===== config.mk =====
export PLATFORM = sky130hd
export DESIGN_NAME = nios_fprint_dct_capture_ctrl_flat
export DESIGN_NICKNAME = d
export VERILOG_FILES = /design/src/rtl/nios_fprint_dct_capture_ctrl_if.sv /design/src/rtl/nios_fprint_dct_capture_ctrl.sv /design/src/flat_wrapper.sv
export SDC_FILE = /design/constraint.sdc
export NUM_CORES = 1
export LEC_CHECK = 0
export BUFFER_PORTS_ARGS = -buffer_cell sky130_fd_sc_hd__clkbuf_2
export CORE_MARGIN = 3
export CORE_UTILIZATION = 50
export CTS_CLUSTER_DIAMETER = 150
export DETAILED_ROUTE_END_ITERATION = 10
export HOLD_SLACK_MARGIN = 0.15
export PLACE_DENSITY_LB_ADDON = 0.15
export SYNTH_ARGS = -nofsm -noshare
export SYNTH_HDL_FRONTEND = slang
export SYNTH_SLANG_ARGS = --single-unit

===== constraint.sdc =====
create_clock -name clk -period 3.1 [get_ports clk]
set_input_delay 0.155 -clock clk [delete_from_list [all_inputs] [get_ports clk]]
set_output_delay 0.155 -clock clk [all_outputs]
set_load 0.02 [all_outputs]

===== src/rtl/nios_fprint_dct_capture_ctrl_if.sv =====
// Trace-capture control/data bundle: arm/trigger controls, atom source,
// packed-word output and live status of the packing buffer.
interface nios_fprint_dct_capture_ctrl_if #(
    parameter int ATOM_W    = 3,
    parameter int NUM_ATOMS = 10
);
    logic              arm;
    logic              abort;
    logic              trig_start;
    logic              trig_stop;
    logic              atom_valid;
    logic [ATOM_W-1:0] atom_data;

    logic              out_valid;
    logic [29:0]       out_data;
    logic [3:0]        out_count;
    logic              out_ready;

    logic [29:0]       dct_buffer;
    logic [3:0]        dct_count;
    logic              test_ending;
    logic              test_has_ended;
    logic              overflow;

    modport slave (
        input  arm, abort, trig_start, trig_stop, atom_valid, atom_data, out_ready,
        output out_valid, out_data, out_count, dct_buffer, dct_count,
               test_ending, test_has_ended, overflow
    );

    modport master (
        output arm, abort, trig_start, trig_stop, atom_valid, atom_data, out_ready,
        input  out_valid, out_data, out_count, dct_buffer, dct_count,
               test_ending, test_has_ended, overflow
    );
endinterface


===== src/rtl/nios_fprint_dct_capture_ctrl.sv =====
// Trace capture controller: packs ATOM_W-bit atoms into 30-bit words, hands
// them out over a valid/ready register and drops atoms when both stages are full.
module nios_fprint_dct_capture_ctrl #(
    parameter int ATOM_W    = 3,
    parameter int NUM_ATOMS = 10
) (
    input logic                          clk,
    input logic                          reset,
    nios_fprint_dct_capture_ctrl_if.slave bus
);
    localparam int         WORD_W   = ATOM_W * NUM_ATOMS;
    localparam logic [3:0] FULL_CNT = 4'(NUM_ATOMS);

    typedef enum logic [2:0] {
        S_IDLE,
        S_ARMED,
        S_CAPTURE,
        S_FLUSH,
        S_DONE
    } state_t;

    state_t            state_q, state_d;
    logic [WORD_W-1:0] buffer_q, buffer_d;
    logic [3:0]        count_q, count_d;
    logic              out_valid_q, out_valid_d;
    logic [WORD_W-1:0] out_data_q, out_data_d;
    logic [3:0]        out_count_q, out_count_d;
    logic              overflow_q, overflow_d;

    logic out_free;
    logic xfer;
    logic accept;

    always_comb begin
        state_d     = state_q;
        buffer_d    = buffer_q;
        count_d     = count_q;
        out_valid_d = out_valid_q;
        out_data_d  = out_data_q;
        out_count_d = out_count_q;
        overflow_d  = overflow_q;

        out_free = !out_valid_q || bus.out_ready;
        xfer     = out_free &&
                   ((count_q == FULL_CNT) || (state_q == S_FLUSH && count_q != '0));
        accept   = (state_q == S_CAPTURE) && bus.atom_valid;

        if (xfer) begin
            out_valid_d = 1'b1;
            out_data_d  = buffer_q;
            out_count_d = count_q;
            buffer_d    = '0;
            count_d     = '0;
        end else if (bus.out_ready) begin
            out_valid_d = 1'b0;
        end

        // Atom placement uses the post-transfer count so a same-cycle atom lands in slot 0.
        if (accept) begin
            if (count_d != FULL_CNT) begin
                for (int unsigned i = 0; i < NUM_ATOMS; i++) begin
                    if (i == 32'(count_d)) begin
                        buffer_d[i*ATOM_W +: ATOM_W] = bus.atom_data;
                    end
                end
                count_d = count_d + 4'd1;
            end else begin
                overflow_d = 1'b1;
            end
        end

        unique case (state_q)
            S_IDLE: begin
                if (bus.arm) state_d = S_ARMED;
            end
            S_ARMED: begin
                if (bus.trig_start) state_d = S_CAPTURE;
            end
            S_CAPTURE: begin
                if (bus.trig_stop) state_d = S_FLUSH;
            end
            S_FLUSH: begin
                if (count_q == '0 && !out_valid_q) state_d = S_DONE;
            end
            S_DONE: begin
                if (bus.arm) begin
                    state_d    = S_ARMED;
                    overflow_d = 1'b0;
                end
            end
            default: state_d = S_IDLE;
        endcase

        if (bus.abort) begin
            state_d     = S_IDLE;
            buffer_d    = '0;
            count_d     = '0;
            out_valid_d = 1'b0;
            out_data_d  = '0;
            out_count_d = '0;
            overflow_d  = 1'b0;
        end
    end

    always_ff @(posedge clk) begin
        if (reset) begin
            state_q     <= S_IDLE;
            buffer_q    <= '0;
            count_q     <= '0;
            out_valid_q <= 1'b0;
            out_data_q  <= '0;
            out_count_q <= '0;
            overflow_q  <= 1'b0;
        end else begin
            state_q     <= state_d;
            buffer_q    <= buffer_d;
            count_q     <= count_d;
            out_valid_q <= out_valid_d;
            out_data_q  <= out_data_d;
            out_count_q <= out_count_d;
            overflow_q  <= overflow_d;
        end
    end

    assign bus.out_valid      = out_valid_q;
    assign bus.out_data       = out_data_q;
    assign bus.out_count      = out_count_q;
    assign bus.dct_buffer     = buffer_q;
    assign bus.dct_count      = count_q;
    assign bus.overflow       = overflow_q;
    assign bus.test_ending    = (state_q == S_FLUSH);
    assign bus.test_has_ended = (state_q == S_DONE);
endmodule

===== src/flat_wrapper.sv =====
// flat-port wrapper written by rule: the top's interface ports become plain ports
module nios_fprint_dct_capture_ctrl_flat 
#(
    parameter int ATOM_W    = 3,
    parameter int NUM_ATOMS = 10
)
  (clk, reset, bus_arm, bus_abort, bus_trig_start, bus_trig_stop, bus_atom_valid, bus_atom_data, bus_out_ready, bus_out_valid, bus_out_data, bus_out_count, bus_dct_buffer, bus_dct_count, bus_test_ending, bus_test_has_ended, bus_overflow);
  nios_fprint_dct_capture_ctrl_if #(.ATOM_W(ATOM_W), .NUM_ATOMS(NUM_ATOMS)) bus_i ();
  input logic clk;
  input logic reset;
  input wire logic [$bits(bus_i.arm)-1:0] bus_arm;
  input wire logic [$bits(bus_i.abort)-1:0] bus_abort;
  input wire logic [$bits(bus_i.trig_start)-1:0] bus_trig_start;
  input wire logic [$bits(bus_i.trig_stop)-1:0] bus_trig_stop;
  input wire logic [$bits(bus_i.atom_valid)-1:0] bus_atom_valid;
  input wire logic [$bits(bus_i.atom_data)-1:0] bus_atom_data;
  input wire logic [$bits(bus_i.out_ready)-1:0] bus_out_ready;
  output wire logic [$bits(bus_i.out_valid)-1:0] bus_out_valid;
  output wire logic [$bits(bus_i.out_data)-1:0] bus_out_data;
  output wire logic [$bits(bus_i.out_count)-1:0] bus_out_count;
  output wire logic [$bits(bus_i.dct_buffer)-1:0] bus_dct_buffer;
  output wire logic [$bits(bus_i.dct_count)-1:0] bus_dct_count;
  output wire logic [$bits(bus_i.test_ending)-1:0] bus_test_ending;
  output wire logic [$bits(bus_i.test_has_ended)-1:0] bus_test_has_ended;
  output wire logic [$bits(bus_i.overflow)-1:0] bus_overflow;
  assign bus_i.arm = bus_arm;
  assign bus_i.abort = bus_abort;
  assign bus_i.trig_start = bus_trig_start;
  assign bus_i.trig_stop = bus_trig_stop;
  assign bus_i.atom_valid = bus_atom_valid;
  assign bus_i.atom_data = bus_atom_data;
  assign bus_i.out_ready = bus_out_ready;
  assign bus_out_valid = bus_i.out_valid;
  assign bus_out_data = bus_i.out_data;
  assign bus_out_count = bus_i.out_count;
  assign bus_dct_buffer = bus_i.dct_buffer;
  assign bus_dct_count = bus_i.dct_count;
  assign bus_test_ending = bus_i.test_ending;
  assign bus_test_has_ended = bus_i.test_has_ended;
  assign bus_overflow = bus_i.overflow;
  nios_fprint_dct_capture_ctrl #(.ATOM_W(ATOM_W), .NUM_ATOMS(NUM_ATOMS)) u_core (.clk(clk), .reset(reset), .bus(bus_i));
endmodule

==> flow_metrics.env, run 1 <==
export IMPL_grt_pass1_wl_microns=14200
export IMPL_layout_drive_gt1_share_pct=27.3
export IMPL_place_gp_congestion=0.849
export IMPL_avgRoutedWirePerCell_microns=16.6
export IMPL_portBuffers=82
export IMPL_cp_slowest_stage_delay_ns=0.62
export IMPL_postCtsSetupBuffers=0
export IMPL_firstDrtPassIters=4
export IMPL_clock_skew_ns=0.0104
export IMPL_final_util_pct=63.4
export IMPL_final_common_cell="clkbuf_2"
export IMPL_vdd_drop_max_uv=321
export IMPL_start_util_pct=53.3
export IMPL_endpoint_kind="flop"
export IMPL_synth_seq_cells=73
export IMPL_die_w_microns=86.6
export IMPL_final_cell_mix="clkbuf_2 (82), dfxtp_1 (73), a21oi_1 (58)"
export IMPL_status="completed"
export IMPL_die_h_microns=86.6
export IMPL_critPathLaunchType="flop"
export IMPL_p_leak_nw=1.50
export IMPL_post_route_period_util_pct=76.9
export IMPL_cts_tree="yes"
export IMPL_startpoint="u_core.bus.dct_count[0]"
export IMPL_avgSynthCellArea_sq_um=8.65
export IMPL_synthFlopType="dfxtp_1"
export IMPL_slew_viol_final=0
export IMPL_synth_top_area_share_pct=45.0
export IMPL_slew_headroom_pct=51.1
export IMPL_r2r_slack_ns=0.72
export IMPL_clk_latency_ns=0.35
export IMPL_syn_nets=388
export IMPL_grt_overflow=0
export IMPL_synthDistinctLibCells=53
export IMPL_place_area_sq_um=3620
export IMPL_antenna_cells=0
export IMPL_path_max_fanout=15
export IMPL_cts_buffers=9
export IMPL_synth_edf_count=0
export IMPL_num_fill_cells=569
export IMPL_fmax_mhz=420
export IMPL_route_detailed_drc=0
export IMPL_r2r_end="u_core.bus.dct_buffer[29]"
export IMPL_setup_ws_ns=0.716
export IMPL_total_power_mw=1.84
export IMPL_final_nets=451
export IMPL_dp_hpwl_microns=5590
export IMPL_grt_start_max_net_pins=40
export IMPL_synth_top_cell_by_area="dfxtp_1"
export IMPL_reg2regPathDepth=9
export IMPL_crit_slowest_cell="dfxtp_1"
export IMPL_hp_class="input pin to flop"
export IMPL_hold_path_depth=3
export IMPL_dp_slack_ns=0.735
export IMPL_synth_area_sq_um=3250
export IMPL_setup_viol=0
export IMPL_tightest_slew_ns=0.733
export IMPL_antenna_left=0
export IMPL_drv_cap=0
export IMPL_netlist_instances=376
export IMPL_clk_pin_slew_ns=0.08
export IMPL_cp_required_ns=3.32
export IMPL_ioPinCount=83
export IMPL_yosysSeqAreaShare_pct=45.0
export IMPL_routed_wirelength_microns=8620
export IMPL_tns_ns=0
export IMPL_whs_endpoint="u_core.bus.dct_buffer[23]"
export IMPL_path_class="flop to flop"
export IMPL_layout_min_cycle_time_ns=2.38
export IMPL_synth_area_leaders="dfxtp_1 (45%), a21oi_1 (8.9%), nand3_1 (6.3%)"
export IMPL_core_sq_um=6100
export IMPL_viasPerCell=5.86
export IMPL_yosys_warnings=0
export IMPL_rsz0062_at_grt="false"
export IMPL_rows=28
export IMPL_p_per_area_nw_per_um2=476
export IMPL_crit_chain="nor3_2 > o211ai_2 > nand2_1 > and2_1 > ha_1 > nor3b_1 > nand3_1 > mux2i_1 > nor3_1"
export IMPL_async_reset_ff_share_pct=0
export IMPL_crit_buf_inv=0
export IMPL_max_clock_path_buffers=2
export IMPL_r2r_start="u_core.bus.dct_count[0]"
export IMPL_cp_top_family="simple AND/OR/NAND/NOR gates"
export IMPL_grt_pass1_vias=2860
export IMPL_gr_usage_all_layers_pct=23.8
export IMPL_cts_root_buf="clkbuf_8"
export IMPL_timing_final_hold_violations=0
export IMPL_antenna_found_initial=0
export IMPL_min_delay_start="bus_atom_data[2]"
export IMPL_dieArea_sq_um=7500
export IMPL_htree_levels=3
export IMPL_cts_sinks=73
export IMPL_area_growth_synth_to_final_pct=18.9
export IMPL_drt_iter0_drc=160
export IMPL_cp_arrival_ns=2.61
export IMPL_design_area_sq_um=3860
export IMPL_vias=3042
==> synth_stat cells, types with 2 or more instances <==
cell and number:
buf_6 4, buf_4 3, nand3_2 2, inv_1 5, dfxtp_1 73, o21ai_0 13, nand2_1 22, a32o_1 6
a21oi_1 58, nand2b_1 2, nand4bb_1 2, o21ai_1 26, o211ai_1 19, nor2b_1 3, or2_2 2, and4_1 2
and2_1 6, nand3_1 41, mux2i_1 6, buf_1 3, a21boi_1 2, nor3_1 7, and3_1 5, nor2_1 6
buf_2 8, nand4_1 2, nand3b_1 2, clkbuf_1 21
==> state kept, by name, indices dropped and copies added (netlist names) <==
register / flops
u_core.bus.out_count: 4
u_core.bus.dct_buffer: 30
u_core.bus.dct_count: 4
u_core.bus.out_valid: 1
u_core.bus.overflow: 1
u_core.state_q: 3
u_core.bus.out_data: 30
==> power breakdown <==
part           internal, mW  switching [mW]  leakage [nW]  total, mW
Combinational        0.0147          0.0332         0.793     0.0479
Sequential            0.938         0.00342         0.588      0.941
Clock                 0.499           0.351         0.117      0.850
Total                  1.45           0.387          1.50       1.84
==> how the worst max path moves through the flow <==
stage	end	slack (ns)	depth (start not counted)
floorplan	u_core.bus.dct_buffer[27]	0.80	10
global placement	u_core.bus.dct_buffer[29]	0.85	9
detailed placement	u_core.bus.dct_buffer[27]	0.73	9
CTS	u_core.bus.dct_buffer[29]	0.73	9
global route	u_core.bus.dct_buffer[29]	0.51	9
finish	u_core.bus.dct_buffer[29]	0.72	9
==> cells by family (layout without fill, tap and decap cells) <==
family,count (synthesis),after routing,share of synthesized area [%]
simple gates,114,114,20.1
flops,73,73,45.0
buf+inv,44,112,6.66
mux,6,6,1.85
fa+ha+maj,1,1,0.385
xor+xnor,1,1,0.269
compound gates,137,137,25.8
==> through the flow <==
stage / std cells / hold WS (ns)
2_1_floorplan: 376 / 0.246
3_3_place_gp: 502 / 0.362
3_5_place_dp: 502 / 0.369
4_1_cts: 519 / 0.178
5_1_grt: 519 / 0.202
6_report: 519 / 0.199
==> metal layers <==
| metal | global-route usage (%) | wire length, microns | vias up |
|---|---|---|---|
| li1 | - | - | 1506 |
| met4 | 9.21 | 131 | 0 |
| met2 | 38.9 | 4030 | 86 |
| met5 | 0 | 0 | - |
| met1 | 30.8 | 3990 | 1437 |
| met3 | 5.13 | 461 | 13 |
==> cell type report <==
class,instances,area [sq um],area share [%]
multi-input combinational,259,1580,40.9
inverter,5,18.8,0.486
sequential,73,1460,37.8
clock buffer,12,155,4.02
timing repair buffer,91,480,12.4
clock inverter,4,73.8,1.91
tap,75,93.8,2.43
==> worst min-delay path, cell delays in order <==
cell and delay (ns):
clkbuf_2 0.19, nand2_1 0.10, a21oi_1 0.05
==> what timing repair did <==
action / in CTS / in global routing
hold endpoints to repair: 1 / 0
hold buffers: 1 / 0
resized for setup: 0 / 0
Power figures use the tool's default switching activity.
==> run 2, diff against run 1 <==
ABC_AREA = 1   (was not set)
clock period = 2.45 ns   (was 3.1 ns; I/O delays follow)
==> run 2 against run 1 <==
  * Cell count rose by 15%
  * Combinational power rose by 110%
  * Synthesized cell count rose by 15%
  * Clock power rose by 34%
  * Utilization rose by 1.2 points
  * Critical path depth rose by 2
  * Register-to-register slack got worse by 0.43 ns
  * Flip-flop and latch count did not move
  * Critical endpoint is now u_core.bus.overflow
  * Largest power group unchanged
==> flow_metrics.env, run 2 <==
export IMPL_slew_headroom_pct=61.2
export IMPL_combinationalPowerShare_pct=4.0
export IMPL_startpoint="u_core.state_q[1]"
export IMPL_synthFlopType="dfxtp_1"
export IMPL_cp_arrival_ns=2.43
export IMPL_crit_chain="nand2_2 > nor2_4 > nand2_2 > nand2_2 > nand2_4 > nand2_1 > ha_1 > nand4_1 > nor2_1 > o21ai_0 > a21oi_1"
export IMPL_place_gp_congestion=0.854
export IMPL_gr_usage_all_layers_pct=22.1
export IMPL_critPathLaunchType="flop"
export IMPL_max_clock_path_buffers=2
export IMPL_routed_wirelength_microns=7590
export IMPL_synth_edf_count=0
export IMPL_path_max_fanout=6
export IMPL_crit_slowest_cell="dfxtp_1"
export IMPL_route_detailed_drc=0
export IMPL_antenna_left=0
export IMPL_vias=2979
export IMPL_setup_viol=0
export IMPL_cts_root_buf="clkbuf_8"
export IMPL_rows=28
export IMPL_clk_latency_ns=0.34
export IMPL_p_clk_share_pct=46.9
export IMPL_min_delay_start="bus_trig_start"
export IMPL_antenna_cells=0
export IMPL_cp_slowest_stage_delay_ns=0.43
export IMPL_synth_seq_cells=73
export IMPL_viasPerCell=5.00
export IMPL_fmax_mhz=463
export IMPL_hp_class="input pin to flop"
export IMPL_endpoint_kind="flop"
export IMPL_status="completed"
export IMPL_power_switching_mw=0.512
export IMPL_synth_top_cell_by_area="dfxtp_1"
export IMPL_rsz0062_at_grt="false"
export IMPL_r2r_start="u_core.state_q[1]"
export IMPL_clk_pin_slew_ns=0.07
export IMPL_cts_buffers=9
export IMPL_ioPinCount=83
export IMPL_layout_drive_gt1_share_pct=23.8
export IMPL_netlist_instances=434
export IMPL_die_h_microns=84.8
export IMPL_htree_levels=3
export IMPL_final_nets=528
export IMPL_vdd_drop_max_uv=441
export IMPL_cts_tree="yes"
export IMPL_die_w_microns=84.8
export IMPL_grt_pass1_vias=2802
export IMPL_tns_ns=0
export IMPL_dp_hpwl_microns=5330
export IMPL_post_route_period_util_pct=88.2
export IMPL_yosysMostFrequentCell="nor2_1"
export IMPL_path_class="flop to flop"
export IMPL_cts_resized=0
export IMPL_yosys_warnings=0
export IMPL_synth_area_sq_um=3110
export IMPL_path_common_cell="nand2_2"
export IMPL_switching_share_pct=21.0
export IMPL_avgRoutedWirePerCell_microns=12.7
export IMPL_slew_viol_final=0
export IMPL_core_sq_um=5960
export IMPL_num_fill_cells=570
export IMPL_start_util_pct=52.1
export IMPL_hold_buffers=4
export IMPL_p_leak_nw=1.68
export IMPL_p_per_area_nw_per_um2=634
export IMPL_yosysSeqAreaShare_pct=47.1
export IMPL_final_common_cell="nor2_1"
export IMPL_antenna_found_initial=0
export IMPL_area_growth_synth_to_final_pct=23.9
export IMPL_grt_overflow=0
export IMPL_avgSynthCellArea_sq_um=7.16
export IMPL_drv_cap=0
export IMPL_clock_skew_ns=0.00966
export IMPL_p_seq_share_pct=49.0
export IMPL_async_reset_ff_share_pct=0
export IMPL_final_cell_mix="nor2_1 (100), clkbuf_2 (82), nand2_1 (74)"
export IMPL_synth_common_cells="nor2_1 (101), nand2_1 (74), dfxtp_1 (73)"
export IMPL_postCtsSetupBuffers=0
export IMPL_dieArea_sq_um=7190
export IMPL_drt_iter0_drc=149
export IMPL_p_int_mw=1.92
export IMPL_final_util_pct=64.6
export IMPL_syn_nets=446
export IMPL_cts_sinks=73
export IMPL_synthDistinctLibCells=26
export IMPL_cp_required_ns=2.71
export IMPL_synth_top_area_share_pct=47.1
export IMPL_tightest_slew_ns=0.582
export IMPL_grt_start_max_net_pins=65
export IMPL_portBuffers=82
export IMPL_timing_final_hold_violations=0
export IMPL_synth_area_leaders="dfxtp_1 (47%), nor2_1 (12%), nand2_1 (8.9%)"
export IMPL_firstDrtPassIters=4
export IMPL_grt_pass1_wl_microns=13000
export IMPL_layout_min_cycle_time_ns=2.16
[run 2: cell types whose count changed after synthesis, moves of 31 or more]
cell	change
o21ai_0	+31
nand2_1	+52
inv_1	+31
nor2_1	+95
[run 2: cell families after synthesis]
kind of cell	after synthesis	synth area share, %
compound gates	85	15.0
fa+ha+maj	1	0.403
buf+inv	57	7.74
flops	73	47.1
simple gates	218	29.8
[run 2: final timing paths]
path | cells after the start | slack (ns) | endpoint
worst max-delay path | 11 | 0.29 | u_core.bus.overflow
worst min-delay path | 5 | 0.18 | u_core.state_q[1]
worst max register to register | 11 | 0.29 | u_core.bus.overflow
worst min register to register | 2 | 0.48 | u_core.bus.dct_buffer[19]
[run 2: critical path, delay by kind of cell, from the launching register on]
kind / cells / cell delay [ns]
flops: 1 / 0.43
compound gates: 2 / 0.28
simple gates: 8 / 1.17
fa+ha+maj: 1 / 0.22
[run 2: final cells by class]
type | instances | area (sq um) | share of cell area [%]
clock buffers | 11 | 141 | 3.68
inverters | 38 | 143 | 3.71
repair buffers | 90 | 493 | 12.8
multi-input cells | 304 | 1410 | 36.7
clock inverters | 5 | 103 | 2.67
flip-flops and latches | 73 | 1460 | 38.0
well taps | 75 | 93.8 | 2.44
[run 2: metal layers]
layer,GRT usage [%],vias up,part of all wire (%)
met2,36.4,60,46
li1,-,1552,-
met5,0,-,0
met1,29.1,1358,48
met3,4.56,9,4.8
met4,7.34,0,1.4
[run 2: power groups by stage]
stage               sequential [mW]  combinational (mW)  clock, mW
global route                   1.20               0.112       1.22
CTS                            1.20              0.0985       1.16
global placement               1.22              0.0931          0
finish                         1.20              0.0986       1.14
floorplan                      1.22              0.0609          0
detailed placement             1.22              0.0927          0
[run 2: metrics by stage]
stage | instance area (sq um) | total power, mW | hold slack [ns] | std cells | worst slack (ns)
3_5_place_dp | 3560 | 1.32 | 0.341 | 576 | 0.335
3_3_place_gp | 3560 | 1.32 | 0.334 | 576 | 0.422
4_1_cts | 3850 | 2.46 | 0.170 | 596 | 0.310
5_1_grt | 3850 | 2.53 | 0.217 | 596 | 0.0703
6_report | 3850 | 2.44 | 0.183 | 596 | 0.288
2_1_floorplan | 3110 | 1.28 | 0.212 | 434 | 0.357
==> run 3, diff against run 2 <==
PLACE_DENSITY = 0.76   (was not set)
PLACE_DENSITY_LB_ADDON = not set   (was 0.15)
==> run 3 against run 2 <==
  * Count of clock-buffer cells in the layout unchanged
  * Critical endpoint unchanged
  * Worst setup slack got worse by 0.042 ns
  * Sequential power about the same
  * Clock skew decreased by 0.0013 ns
  * Wire length increased by 1.5%
  * Total power about the same
  * First-iteration DRC count increased by 2.7%
  * Clock power about the same
  * Via count increased by 0.77%
  * Non-clock buffer count increased by 2
==> flow_metrics.env, run 3 (synthesized netlist as in run 2, its figures left out) <==
export IMPL_total_power_mw=2.44
export IMPL_core_sq_um=5960
export IMPL_avgRoutedWirePerCell_microns=12.9
export IMPL_cts_buffers=9
export IMPL_tns_ns=0
export IMPL_clk_pin_slew_ns=0.07
export IMPL_grt_overflow=0
export IMPL_p_leak_nw=1.70
export IMPL_placed_cells=578
export IMPL_fmax_mhz=454
export IMPL_whs_endpoint="u_core.state_q[1]"
export IMPL_grt_pass1_vias=2770
export IMPL_r2r_end="u_core.bus.overflow"
export IMPL_max_clock_path_buffers=2
export IMPL_min_delay_start="bus_trig_start"
export IMPL_start_util_pct=52.1
export IMPL_die_h_microns=84.8
export IMPL_gr_usage_all_layers_pct=22.2
export IMPL_r2r_start="u_core.state_q[1]"
export IMPL_die_w_microns=84.8
export IMPL_vdd_drop_max_uv=549
export IMPL_dieArea_sq_um=7190
export IMPL_antenna_cells=0
export IMPL_route_detailed_drc=0
export IMPL_ioPinCount=83
export IMPL_path_class="flop to flop"
export IMPL_hp_class="input pin to flop"
export IMPL_clock_skew_ns=0.00837
export IMPL_portBuffers=82
export IMPL_hold_path_depth=5
export IMPL_firstDrtPassIters=4
export IMPL_place_gp_congestion=0.955
export IMPL_cp_required_ns=2.73
export IMPL_post_route_period_util_pct=89.9
export IMPL_tightest_slew_ns=0.447
export IMPL_design_area_sq_um=3860
export IMPL_status="completed"
export IMPL_layout_drive_gt1_share_pct=24.1
export IMPL_cp_arrival_ns=2.48
export IMPL_viasPerCell=5.02
export IMPL_final_cell_mix="nor2_1 (100), clkbuf_2 (82), nand2_1 (74)"
export IMPL_postCtsSetupBuffers=0
export IMPL_instances_no_fill=598
export IMPL_p_per_area_nw_per_um2=631
export IMPL_cts_root_buf="clkbuf_8"
export IMPL_area_growth_synth_to_final_pct=24.3
export IMPL_dp_hpwl_microns=5390
export IMPL_slew_viol_final=0
export IMPL_slew_headroom_pct=70.2
export IMPL_rows=28
export IMPL_cts_sinks=73
export IMPL_grt_start_max_net_pins=46
export IMPL_htree_levels=3
export IMPL_setup_viol=0
export IMPL_critPathLaunchType="flop"
export IMPL_reg2regPathDepth=11
export IMPL_endpoint_kind="flop"
export IMPL_cts_resized=0
export IMPL_routed_wirelength_microns=7710
export IMPL_grt_pass1_wl_microns=12900
export IMPL_timing_final_hold_violations=0
export IMPL_place_area_sq_um=3580
export IMPL_antenna_left=0
export IMPL_final_nets=530
export IMPL_hold_buffers=4
export IMPL_vias=3002
export IMPL_r2r_slack_ns=0.25
export IMPL_drt_iter0_drc=153
export IMPL_cts_tree="yes"
export IMPL_drv_cap=0
export IMPL_final_common_cell="nor2_1"
export IMPL_rsz0062_at_grt="false"
export IMPL_clk_latency_ns=0.35
export IMPL_layout_min_cycle_time_ns=2.20
export IMPL_antenna_found_initial=0
export IMPL_path_max_fanout=10
-- run 3: cell types whose count changed in the layout (fill, tap and decap cells not counted) --
| cell | previous run | this run |
|---|---|---|
| buf_4 | 3 | 5 |
-- run 3: power breakdown --
part / switching, mW / internal (mW)
clock: 0.438 / 0.703
combinational: 0.0669 / 0.0329
sequential: 0.00614 / 1.19
total: 0.511 / 1.93
-- run 3: worst max-delay path: stages (launching register included) --
cell and delay (ns):
dfxtp_1 0.43, nand2_2 0.11, nor2_4 0.14, nand2_2 0.08, nand2_2 0.09, nand2_4 0.11, nand2_1 0.15, ha_1 0.23
nand4_1 0.26, nor2_1 0.31, o21ai_0 0.12, a21oi_1 0.12
-- run 3: layout make-up --
| class | count | area (sq um) |
|---|---|---|
| inverter | 38 | 143 |
| multi-input combinational | 304 | 1410 |
| tap | 75 | 93.8 |
| sequential | 73 | 1460 |
| clock buffer | 11 | 141 |
| fill | 550 | 2090 |
| timing repair buffer | 92 | 508 |
| clock inverter | 5 | 103 |
-- run 3: how the worst max path moves through the flow --
stage	startpoint	to	cells after the start
after global placement	u_core.bus.dct_count[3]	u_core.bus.dct_buffer[3]	14
after CTS	u_core.bus.dct_count[3]	u_core.bus.overflow	11
after global routing	u_core.bus.dct_count[3]	u_core.bus.dct_buffer[3]	14
after floorplan	u_core.bus.dct_count[2]	u_core.bus.dct_buffer[3]	15
after detailed placement	u_core.bus.dct_count[3]	u_core.bus.overflow	11
final	u_core.state_q[1]	u_core.bus.overflow	11
-- run 3: routing by layer --
| metal | track usage (%) | part of all wire [%] | vias up |
|---|---|---|---|
| met1 | 30.3 | 47 | 1352 |
| met4 | 8.35 | 2.0 | 0 |
| li1 | - | - | 1554 |
| met5 | 0 | 0 | - |
| met2 | 33.9 | 45 | 81 |
| met3 | 5.63 | 5.5 | 15 |
-- run 3: through the flow --
| step | hold slack (ns) | utilization [%] | setup WS (ns) |
|---|---|---|---|
| floorplan | 0.212 | - | 0.357 |
| global placement | 0.333 | 60.1 | 0.409 |
| detailed placement | 0.339 | 60.1 | 0.269 |
| CTS | 0.157 | 64.8 | 0.257 |
| global route | 0.197 | 64.8 | 0.0141 |
| finish | 0.175 | 64.8 | 0.246 |
